## config.mk

```make
export PLATFORM = sky130hd
export DESIGN_NAME = ps_request_fifo
export DESIGN_NICKNAME = d
export VERILOG_FILES = /design/src/rtl/ps_request_fifo.sv
export SDC_FILE = /design/constraint.sdc
export NUM_CORES = 1
export LEC_CHECK = 0
export CAP_MARGIN = 20
export CORE_MARGIN = 5
export CORE_UTILIZATION = 50
export CTS_CLUSTER_SIZE = 16
export DETAILED_ROUTE_END_ITERATION = 8
export PLACE_DENSITY_LB_ADDON = 0.15
export SLEW_MARGIN = 30
export SYNTH_ARGS = -nofsm -noshare
export SYNTH_HDL_FRONTEND = slang
export SYNTH_HIERARCHICAL = 1
export SYNTH_SLANG_ARGS = --single-unit
```

## constraint.sdc

```tcl
create_clock -name clk -period 8.4 [get_ports clk]
set_input_delay 0.84 -clock clk [delete_from_list [all_inputs] [get_ports clk]]
set_output_delay 0.84 -clock clk [all_outputs]
set_load 0.01 [all_outputs]
```

## src/rtl/ps_request_fifo.sv

```systemverilog
// Generic circular-buffer FIFO. The head entry is readable the cycle after it is written.
// A write is dropped while full (wr_rdy low). rd_rdy must only be asserted while rd_vld is high.
module ps_fifo #(
  parameter int WIDTH = 8,
  parameter int DEPTH = 16
) (
  input  logic                       clk,
  input  logic                       rst,
  input  logic                       wr_vld,
  output logic                       wr_rdy,
  input  logic [WIDTH-1:0]           wr_dat,
  output logic                       rd_vld,
  input  logic                       rd_rdy,
  output logic [WIDTH-1:0]           rd_dat,
  output logic [$clog2(DEPTH+1)-1:0] count
);
  localparam int PW = (DEPTH > 1) ? $clog2(DEPTH) : 1;
  localparam int CW = $clog2(DEPTH+1);
  localparam logic [CW-1:0] CNT_MAX = CW'(DEPTH);
  localparam logic [CW-1:0] CNT_ONE = CW'(1);
  localparam logic [PW-1:0] PTR_ONE = PW'(1);

  logic [WIDTH-1:0] mem [DEPTH];
  logic [PW-1:0]    wr_ptr;
  logic [PW-1:0]    rd_ptr;
  logic             wr_fire;
  logic             rd_fire;

  assign wr_rdy  = (count != CNT_MAX);
  assign rd_vld  = (count != '0);
  assign wr_fire = wr_vld && wr_rdy;
  assign rd_fire = rd_rdy && rd_vld;
  assign rd_dat  = mem[rd_ptr];

  always_ff @(posedge clk) begin
    if (wr_fire) mem[wr_ptr] <= wr_dat;
  end

  // DEPTH is a power of two, so the pointers wrap by natural overflow.
  always_ff @(posedge clk) begin
    if (rst) begin
      wr_ptr <= '0;
      rd_ptr <= '0;
      count  <= '0;
    end else begin
      if (wr_fire) wr_ptr <= wr_ptr + PTR_ONE;
      if (rd_fire) rd_ptr <= rd_ptr + PTR_ONE;
      unique case ({wr_fire, rd_fire})
        2'b10:   count <= count + CNT_ONE;
        2'b01:   count <= count - CNT_ONE;
        default: count <= count;
      endcase
    end
  end
endmodule

// Queues PS read/write requests and issues them one per cycle, capped at MAX_OUTSTANDING unanswered.
// Accept-to-valid is 2 cycles. req_ready falls only when the buffer is full, and the issue payload holds while *ready is low.
module ps_request_fifo #(
  parameter int DEPTH           = 16,
  parameter int ADDR_WIDTH      = 32,
  parameter int DATA_WIDTH      = 32,
  parameter int MAX_OUTSTANDING = 4
) (
  input  logic                                 clk,
  input  logic                                 rst,
  input  logic                                 req_valid,
  input  logic                                 req_write,
  input  logic [ADDR_WIDTH-1:0]                req_addr,
  input  logic [DATA_WIDTH-1:0]                req_wdata,
  input  logic [DATA_WIDTH/8-1:0]              req_wstrb,
  output logic                                 req_ready,
  output logic                                 ps_arvalid,
  output logic [ADDR_WIDTH-1:0]                ps_araddr,
  input  logic                                 ps_arready,
  output logic                                 ps_wvalid,
  output logic [ADDR_WIDTH-1:0]                ps_awaddr,
  output logic [DATA_WIDTH-1:0]                ps_wdata,
  output logic [DATA_WIDTH/8-1:0]              ps_wstrb,
  input  logic                                 ps_wready,
  input  logic                                 rsp_done,
  output logic [$clog2(DEPTH+1)-1:0]           count,
  output logic [$clog2(MAX_OUTSTANDING+1)-1:0] outstanding,
  output logic                                 empty,
  output logic                                 full,
  output logic                                 rsp_err
);
  localparam int SW = DATA_WIDTH / 8;
  localparam int CW = $clog2(DEPTH+1);
  localparam int OW = $clog2(MAX_OUTSTANDING+1);
  localparam logic [CW-1:0] CNT_MAX = CW'(DEPTH);
  localparam logic [OW-1:0] OUT_MAX = OW'(MAX_OUTSTANDING);
  localparam logic [OW-1:0] OUT_ONE = OW'(1);

  typedef struct packed {
    logic                  write;
    logic [ADDR_WIDTH-1:0] addr;
    logic [DATA_WIDTH-1:0] wdata;
    logic [SW-1:0]         wstrb;
  } entry_t;
  localparam int EW = $bits(entry_t);

  typedef enum logic [1:0] {IDLE, ISSUE, WAIT_SLOT} state_t;

  state_t state;
  entry_t req_entry;
  entry_t head;
  logic   buf_rd_vld;
  logic   pop;
  logic   issue_hs;
  logic   slot_free;
  logic   slot_next;
  logic   rsp_dec;

  assign req_entry = {req_write, req_addr, req_wdata, req_wstrb};

  ps_fifo #(
    .WIDTH(EW),
    .DEPTH(DEPTH)
  ) u_buf (
    .clk    (clk),
    .rst    (rst),
    .wr_vld (req_valid),
    .wr_rdy (req_ready),
    .wr_dat (req_entry),
    .rd_vld (buf_rd_vld),
    .rd_rdy (pop),
    .rd_dat (head),
    .count  (count)
  );

  assign full  = (count == CNT_MAX);
  assign empty = (count == '0);

  // Slot decisions use the registered outstanding; a same-cycle rsp_done only counts next cycle.
  assign issue_hs  = (ps_arvalid && ps_arready) || (ps_wvalid && ps_wready);
  assign slot_free = (outstanding < OUT_MAX);
  assign slot_next = (({1'b0, outstanding} + {1'b0, OUT_ONE}) < {1'b0, OUT_MAX});

  always_comb begin
    pop = 1'b0;
    unique case (state)
      IDLE:    pop = buf_rd_vld && slot_free;
      ISSUE:   pop = issue_hs && buf_rd_vld && slot_next;
      default: pop = 1'b0;
    endcase
  end

  always_ff @(posedge clk) begin
    if (rst) begin
      state      <= IDLE;
      ps_arvalid <= 1'b0;
      ps_wvalid  <= 1'b0;
      ps_araddr  <= '0;
      ps_awaddr  <= '0;
      ps_wdata   <= '0;
      ps_wstrb   <= '0;
    end else if (pop) begin
      state      <= ISSUE;
      ps_arvalid <= !head.write;
      ps_wvalid  <= head.write;
      if (head.write) begin
        ps_awaddr <= head.addr;
        ps_wdata  <= head.wdata;
        ps_wstrb  <= head.wstrb;
      end else begin
        ps_araddr <= head.addr;
      end
    end else begin
      unique case (state)
        IDLE: begin
          if (buf_rd_vld) state <= WAIT_SLOT;
        end
        ISSUE: begin
          if (issue_hs) begin
            state      <= IDLE;
            ps_arvalid <= 1'b0;
            ps_wvalid  <= 1'b0;
          end
        end
        WAIT_SLOT: begin
          if (slot_free) state <= IDLE;
        end
        default: state <= IDLE;
      endcase
    end
  end

  // A response with nothing outstanding is dropped and flagged until reset.
  assign rsp_dec = rsp_done && (outstanding != '0);

  always_ff @(posedge clk) begin
    if (rst) begin
      outstanding <= '0;
      rsp_err     <= 1'b0;
    end else begin
      if (issue_hs && !rsp_dec)      outstanding <= outstanding + OUT_ONE;
      else if (!issue_hs && rsp_dec) outstanding <= outstanding - OUT_ONE;
      if (rsp_done && (outstanding == '0)) rsp_err <= 1'b1;
    end
  end
endmodule

```

==> impl_results.md, run 1 <==
- Result of the run: completed
- Delay contributed by the slowest stage of the critical path: 0.91 ns
- Layout Nets: 2374
- Drt total wl: 103000 um
- Area taken by flip-flops and latches: 35700 um2
- Number of nets in the synthesized netlist: 2117
- Die outline area: 99100 um2
- CTS resizes: 0
- Clock tree from TritonCTS: done
- Worst ir drop on vdd: 0.183 mV
- Total track usage: 21.1%
- Instance count of the mapped netlist: 2032
- Global-route congestion overflow total: 0
- Global-route wire length before repair: 152000 um
- Share of the core filled with cells in the final layout: 58.8%
- Per-instance average area after synthesis: 22.9 um2
- Kind of capture point of the worst setup path: register
- Fin. max-slew vios: 0
- Clock tree sinks: 1229
- Post-synth EDFFs: 1104
- Final critical-path required period: 3.79 ns
- Post-cts hold buffer count: 0
- Synth-to-Final Area Change: 16.3%
- Multi-input logic area: 10200 um2
- Detailed-route DRC error count: 0
- Largest net degree at the start of global routing: 101
- Max-cap viol count: 0
- Worst-margin pin slew: 1.01 ns
- Sequential share of the synthesized area: 76.7%
- Pwr dens: 282 nW/um2
- Antenna violations before repair: 8
- Arrival time reported for the critical path endpoint: 4.37 ns
- Final worst clock skew: 0.0303 ns
- Post-DP HPWL: 53100 um
- Port Buffers: 188
- Standby leakage power: 0.0166 uW
- Final hold violation count: 0
- Final Non-Filler Cells: 3643
- Class of the tightest hold or removal check: register to register
- Final instance area: 54100 um2
- Share of flip-flops with an asynchronous set or reset after synthesis: 0%
- Worst hold slack: 0.478 ns
- Number of buffers on the longest clock path: 3
- Later-pin clock latency in the skew report: 0.73 ns
- Max-slew headroom at the worst pin: 32.5%
- DP Cell Count: 3400
- Crit start category: register
- Setup repair bufs after CTS: 0
- Synth Cell Area: 46500 um2
- Final setup viols: 0
- Effective utilization at floorplan: 50.5%
- Count of standard-cell rows: 111
- Largest delay share family, worst path: buffers and inverters
- Slowest stage cell on the critical path: sky130_fd_sc_hd__dfxtp_4
- Yosys cell types: 50
- Setup Total Neg Slack: 0 ns
- Number of optimization iterations in the first detailed-route pass: 5
- Die height: 315 um
- Number of nets with antenna violations after routing: 0
- Routability congestion estimate: 0.713
- Routed via count: 21.3k
- Cell Area, Placed: 49800 um2
- Critical Path, Cell by Cell: mux4_2 > mux4_2 > nand4bb_1 > a211oi_4 > buf_4 > buf_4 > mux2i_1 > nor2_1
- Average via count per standard cell: 5.84
- Core region area: 91900 um2
- Total I/O pin count: 189
- Detailed router's first-iteration violation count: 1753
- WL/cell: 28.3 um
- Top flip-flop cell by instance count after synthesis: sky130_fd_sc_hd__edfxtp_1
- Die span in x: 315 um
- Seq cells post-synth: 1229
- Bufs and invs on worst path: 2
- Max Fclk: 264 MHz
- Kind of critical path: register to register
- Number of levels the H-tree was split into: 4
- Clock root cell: sky130_fd_sc_hd__clkbuf_16
- Total clock buffers created by CTS: 130
- Setup repair after global routing missed its margin: false
- Filler instances: 6650
- Layout cells sized above 1: 25.2%
- Vias in the first global route: 22.6k
- CP max FO: 51
- Data required time at the worst endpoint: 8.97 ns
- Post-CTS clock slew at the launch and capture registers of the worst setup and hold paths: 0.06 ns
- Final worst path period share: 45.2%
- Yosys Warn Count: 6
## tightest hold or removal path: stages, from the launching register on
cell and delay (ns):
sky130_fd_sc_hd__dfxtp_1 0.33, sky130_fd_sc_hd__a21oi_1 0.04, sky130_fd_sc_hd__nor2_1 0.07
## routing by layer
layer | wire [um] | track usage, % | up-vias
li1 | - | - | 9041
met1 | 42400 | 28.6 | 11600
met2 | 53900 | 36.2 | 531
met3 | 5030 | 3.52 | 121
met4 | 1550 | 5.34 | 8
met5 | 48 | 0 | -
## path summary, 6_finish.rpt
check	slack (ns)	startpoint	cells past startpoint	to
worst min-delay path	0.48	rsp_err	2	rsp_err
worst max-delay path	4.61	register	8	ps_wdata[19]
worst max register to register	4.61	register	8	ps_wdata[19]
worst min register to register	0.48	rsp_err	2	rsp_err
## flip-flops by register name, indices dropped and copies added, names as in the netlist, named ones only
register and cells:
u_buf/mem 1104, ps_araddr 32, ps_awaddr 32, ps_wdata 32, u_buf/count 5, ps_wstrb 4
u_buf/rd_ptr 4, u_buf/wr_ptr 4, outstanding 3, state 2, ps_arvalid 1, ps_wvalid 1
rsp_err 1
## synthesized netlist by cell type (2+ instances only)
master	n	area share [%]
sky130_fd_sc_hd__a21oi_1	8	0.086
sky130_fd_sc_hd__a22oi_1	3	0.048
sky130_fd_sc_hd__and2_1	2	0.027
sky130_fd_sc_hd__and3_1	2	0.027
sky130_fd_sc_hd__buf_1	4	0.032
sky130_fd_sc_hd__buf_2	14	0.15
sky130_fd_sc_hd__buf_4	2	0.032
sky130_fd_sc_hd__buf_6	31	0.75
sky130_fd_sc_hd__clkbuf_1	60	0.48
sky130_fd_sc_hd__dfxtp_1	125	5.4
sky130_fd_sc_hd__edfxtp_1	1104	71
sky130_fd_sc_hd__ha_1	9	0.24
sky130_fd_sc_hd__inv_1	11	0.089
sky130_fd_sc_hd__mux2i_1	104	2.2
sky130_fd_sc_hd__mux4_1	3	0.17
sky130_fd_sc_hd__mux4_2	342	17
sky130_fd_sc_hd__nand2_1	8	0.065
sky130_fd_sc_hd__nand2b_1	4	0.054
sky130_fd_sc_hd__nand3_1	2	0.022
sky130_fd_sc_hd__nand3b_1	3	0.048
sky130_fd_sc_hd__nor2_1	130	1.1
sky130_fd_sc_hd__nor2b_1	3	0.040
sky130_fd_sc_hd__nor3_1	10	0.11
sky130_fd_sc_hd__nor4_1	3	0.040
sky130_fd_sc_hd__o211ai_1	4	0.065
sky130_fd_sc_hd__o21a_1	4	0.065
sky130_fd_sc_hd__o31ai_1	3	0.048
sky130_fd_sc_hd__or3_1	2	0.027
sky130_fd_sc_hd__or4_1	3	0.048
sky130_fd_sc_hd__xor2_1	9	0.17
## layout make-up
| class | instances | area share [%] |
|---|---|---|
| clock buffer | 182 | 6.69 |
| multi-input combinational | 680 | 18.9 |
| tap | 1243 | 2.88 |
| inverter | 11 | 0.0764 |
| timing repair buffer | 237 | 4.36 |
| clock inverter | 56 | 1.12 |
| antenna | 5 | 0.0231 |
| sequential | 1229 | 66.0 |
## report_power, final
part           internal [uW]  total [uW]  switching, uW
Sequential              7020        7250            230
Clock                   3330        5600           2280
Combinational           1220        2390           1180
## stage by stage
stage,setup slack [ns],total power (uW)
after detailed placement,4.10,9820
after CTS,4.54,15400
after global placement,3.97,9750
after floorplan,1.74,8870
after global routing,4.43,15900
final,4.61,15200
## cells in the final DEF (no fill, tap or decap), types with 3 or more instances in the layout
cell type and count:
sky130_fd_sc_hd__ha_1 9, sky130_fd_sc_hd__o211ai_1 4, sky130_fd_sc_hd__buf_12 5, sky130_fd_sc_hd__clkinv_2 20
sky130_fd_sc_hd__nor3_1 6, sky130_fd_sc_hd__nor4_1 3, sky130_fd_sc_hd__nand2_1 8, sky130_fd_sc_hd__nor2_4 12
sky130_fd_sc_hd__clkdlybuf4s50_1 187, sky130_fd_sc_hd__nand2b_1 4, sky130_fd_sc_hd__dfxtp_4 4, sky130_fd_sc_hd__inv_6 6
sky130_fd_sc_hd__diode_2 5, sky130_fd_sc_hd__edfxtp_1 1104, sky130_fd_sc_hd__o21a_1 4, sky130_fd_sc_hd__clkbuf_1 40
sky130_fd_sc_hd__xor2_1 9, sky130_fd_sc_hd__a21oi_1 8, sky130_fd_sc_hd__mux4_1 3, sky130_fd_sc_hd__a22oi_1 3
sky130_fd_sc_hd__nor2b_1 3, sky130_fd_sc_hd__inv_1 11, sky130_fd_sc_hd__clkbuf_8 8, sky130_fd_sc_hd__clkinv_1 12
sky130_fd_sc_hd__clkbuf_16 134, sky130_fd_sc_hd__nand3b_1 3, sky130_fd_sc_hd__dfxtp_1 121, sky130_fd_sc_hd__bufinv_16 10
sky130_fd_sc_hd__nor3_2 4, sky130_fd_sc_hd__mux4_2 342, sky130_fd_sc_hd__or4_1 3, sky130_fd_sc_hd__clkinv_8 5
sky130_fd_sc_hd__buf_4 41, sky130_fd_sc_hd__o31ai_1 3, sky130_fd_sc_hd__mux2i_1 104, sky130_fd_sc_hd__nor2_1 118
## cell families after synthesis
| group | count (synthesis) | share of synthesized area [%] |
|---|---|---|
| compound gates | 33 | 0.530 |
| simple gates | 178 | 1.69 |
| xor+xnor | 10 | 0.189 |
| buf+inv | 123 | 1.58 |
| fa+ha+maj | 10 | 0.285 |
| flops | 1229 | 76.7 |
| mux | 449 | 19.0 |
Note: power is estimated with default switching activity, not from simulation.
==> run 2, diff against run 1 <==
Clock period 8.4 ns to 3.9 ns, I/O delays scaled along.
==> impl_results.md, run 2 (same netlist as run 1, synthesis figures left out) <==
- Number of optimization iterations in the first detailed-route pass: 5 (unchanged)
- Total Power Consumption: 32400 uW (+110%)
- Result of the run: completed
- Kind of critical path: register to register
- Class of the tightest hold or removal check: input port to register
- Number of nets with antenna violations after routing: 0 (unchanged)
- Port Buffers: 188 (unchanged)
- Die outline area: 99100 um2 (unchanged)
- Max-cap viol count: 0 (unchanged)
- Average via count per standard cell: 5.90 (+1.1%)
- Number of levels the H-tree was split into: 3 (-1)
- Top register by number of flip-flops: u_buf/mem
- Max Fclk: 290 MHz (+9.8%)
- Synth-to-Final Area Change: 17.0%
- Final instance area: 54300 um2 (+0.55%)
- Vias in the first global route: 22.7k (+0.67%)
- Worst setup margin: 0.447 ns (-4.16 ns)
- Worst-margin pin slew: 0.933 ns (-0.0796 ns)
- Pwr dens: 597 nW/um2 (+110%)
- Detailed router's first-iteration violation count: 2239 (+28%)
- Count of standard-cell rows: 111 (unchanged)
- Total I/O pin count: 189 (unchanged)
- Effective utilization at floorplan: 50.5% (unchanged)
- CTS resizes: 0 (unchanged)
- Worst hold slack: 0.261 ns (-0.217 ns)
- Number of buffers on the longest clock path: 3 (unchanged)
- Total clock buffers created by CTS: 120 (-7.7%)
- Routability congestion estimate: 0.716 (+0.36%)
- Standby leakage power: 0.0167 uW (+0.29%)
- Antenna violations before repair: 6 (-2)
- Max-slew headroom at the worst pin: 37.8% (+5.3 points)
- Final setup viols: 0 (unchanged)
- Die height: 315 um (unchanged)
- Largest net degree at the start of global routing: 152 (+50%)
- Filler instances: 6554 (-1.4%)
- Share of the core filled with cells in the final layout: 59.1% (+0.32 points)
- Clock tree from TritonCTS: done
- Layout Nets: 2382 (+0.34%)
- Global-route congestion overflow total: 0 (unchanged)
- Post-CTS clock slew at the launch and capture registers of the worst setup and hold paths: 0.06 ns (about the same)
- Crit start category: register
- Routed via count: 21.5k (+1.3%)
- Final worst path period share: 88.6% (+43 points)
- WL/cell: 28.1 um (-0.56%)
- Worst setup slack before clock tree synthesis: 0.533 ns (-3.57 ns)
- Setup repair bufs after CTS: 0 (unchanged)
- Commonest non-fill, non-tap cell in the layout: sky130_fd_sc_hd__edfxtp_1
- Global-route wire length before repair: 152000 um (about the same)
- Total track usage: 20.9% (-0.17 points)
- Top library cells by usage in the layout, fill and taps aside: sky130_fd_sc_hd__edfxtp_1, sky130_fd_sc_hd__mux4_2, sky130_fd_sc_hd__clkdlybuf4s50_1, sky130_fd_sc_hd__dfxtp_1, sky130_fd_sc_hd__clkbuf_16
- Clock root cell: sky130_fd_sc_hd__clkbuf_16
- Core region area: 91900 um2 (unchanged)
- Final worst clock skew: 0.0348 ns (+0.00452 ns)
- Clock tree sinks: 1229 (unchanged)
- Post-DP HPWL: 53500 um (+0.67%)
- Later-pin clock latency in the skew report: 0.71 ns (-0.02 ns)
- Setup repair after global routing missed its margin: false
- Fin. max-slew vios: 0 (unchanged)
- Final hold violation count: 0 (unchanged)
- Final critical-path required period: 3.45 ns (-0.340 ns)
- Worst ir drop on vdd: 0.372 mV (+100%)
- Post-cts hold buffer count: 0 (unchanged)
- CP max FO: 12 (-76%)
- Layout cells sized above 1: 26.2% (+1.0 points)
- Arrival time reported for the critical path endpoint: 4.08 ns (-0.29 ns)
- Drt total wl: 103000 um (-0.39%)
- Kind of capture point of the worst setup path: register
- Die span in x: 315 um (unchanged)
- Number of flip-flops under the largest register name: 1104 (unchanged)
- Data required time at the worst endpoint: 4.52 ns (-4.45 ns)
- Cell Area, Placed: 50300 um2 (+0.98%)
- Detailed-route DRC error count: 0 (unchanged)
[run 2: report_power, final]
part           internal (uW)  switching (uW)
Clock                   6630            4900
Combinational           2710            2630
Sequential             15100             458
Total                  24500            7990
[run 2: metal layers]
layer,wire (um),vias up,track usage [%]
met3,6230,132,3.61
met5,7,-,0
met2,51200,633,34.5
li1,-,9062,-
met1,43600,11700,30.0
met4,1500,2,4.40
[run 2: metrics by stage]
| step | TNS, ns | cells |
|---|---|---|
| global route | 0 | 3647 |
| detailed placement | 0 | 3417 |
| global placement | 0 | 3416 |
| CTS | 0 | 3645 |
| finish | 0 | 3649 |
| floorplan | -637.96 | 2032 |
[run 2: critical path, stage by stage (launching register included)]
cell and delay (ns):
sky130_fd_sc_hd__dfxtp_1 0.39, sky130_fd_sc_hd__nor4_1 0.53, sky130_fd_sc_hd__nand2_1 0.20, sky130_fd_sc_hd__nor2b_1 0.19
sky130_fd_sc_hd__and4bb_2 0.30, sky130_fd_sc_hd__o21ai_2 0.13, sky130_fd_sc_hd__inv_1 0.09, sky130_fd_sc_hd__ha_1 0.34
sky130_fd_sc_hd__xor2_1 0.21, sky130_fd_sc_hd__ha_1 0.24, sky130_fd_sc_hd__o21a_1 0.20, sky130_fd_sc_hd__or4_1 0.40
sky130_fd_sc_hd__a21oi_1 0.15
[run 2: path summary, 6_finish.rpt]
path,start,to,slack (ns),depth (start not counted)
setup / recovery,u_buf/count[0],u_buf/count[2],0.45,12
hold / removal,rst,u_buf/count[1],0.26,2
setup reg to reg,u_buf/count[0],u_buf/count[2],0.45,12
hold reg to reg,rsp_err,rsp_err,0.47,2
[run 2: area by class of cell]
cell class,instances,area [um2],share of cell area (%)
flip-flops and latches,1229,35700,65.6
clock inverters,82,816,1.50
repair buffers,255,2840,5.23
diodes,3,7.51,0.0138
inverters,11,41.3,0.0760
clock buffers,146,3190,5.87
well taps,1243,1560,2.86
multi-input cells,680,10200,18.8
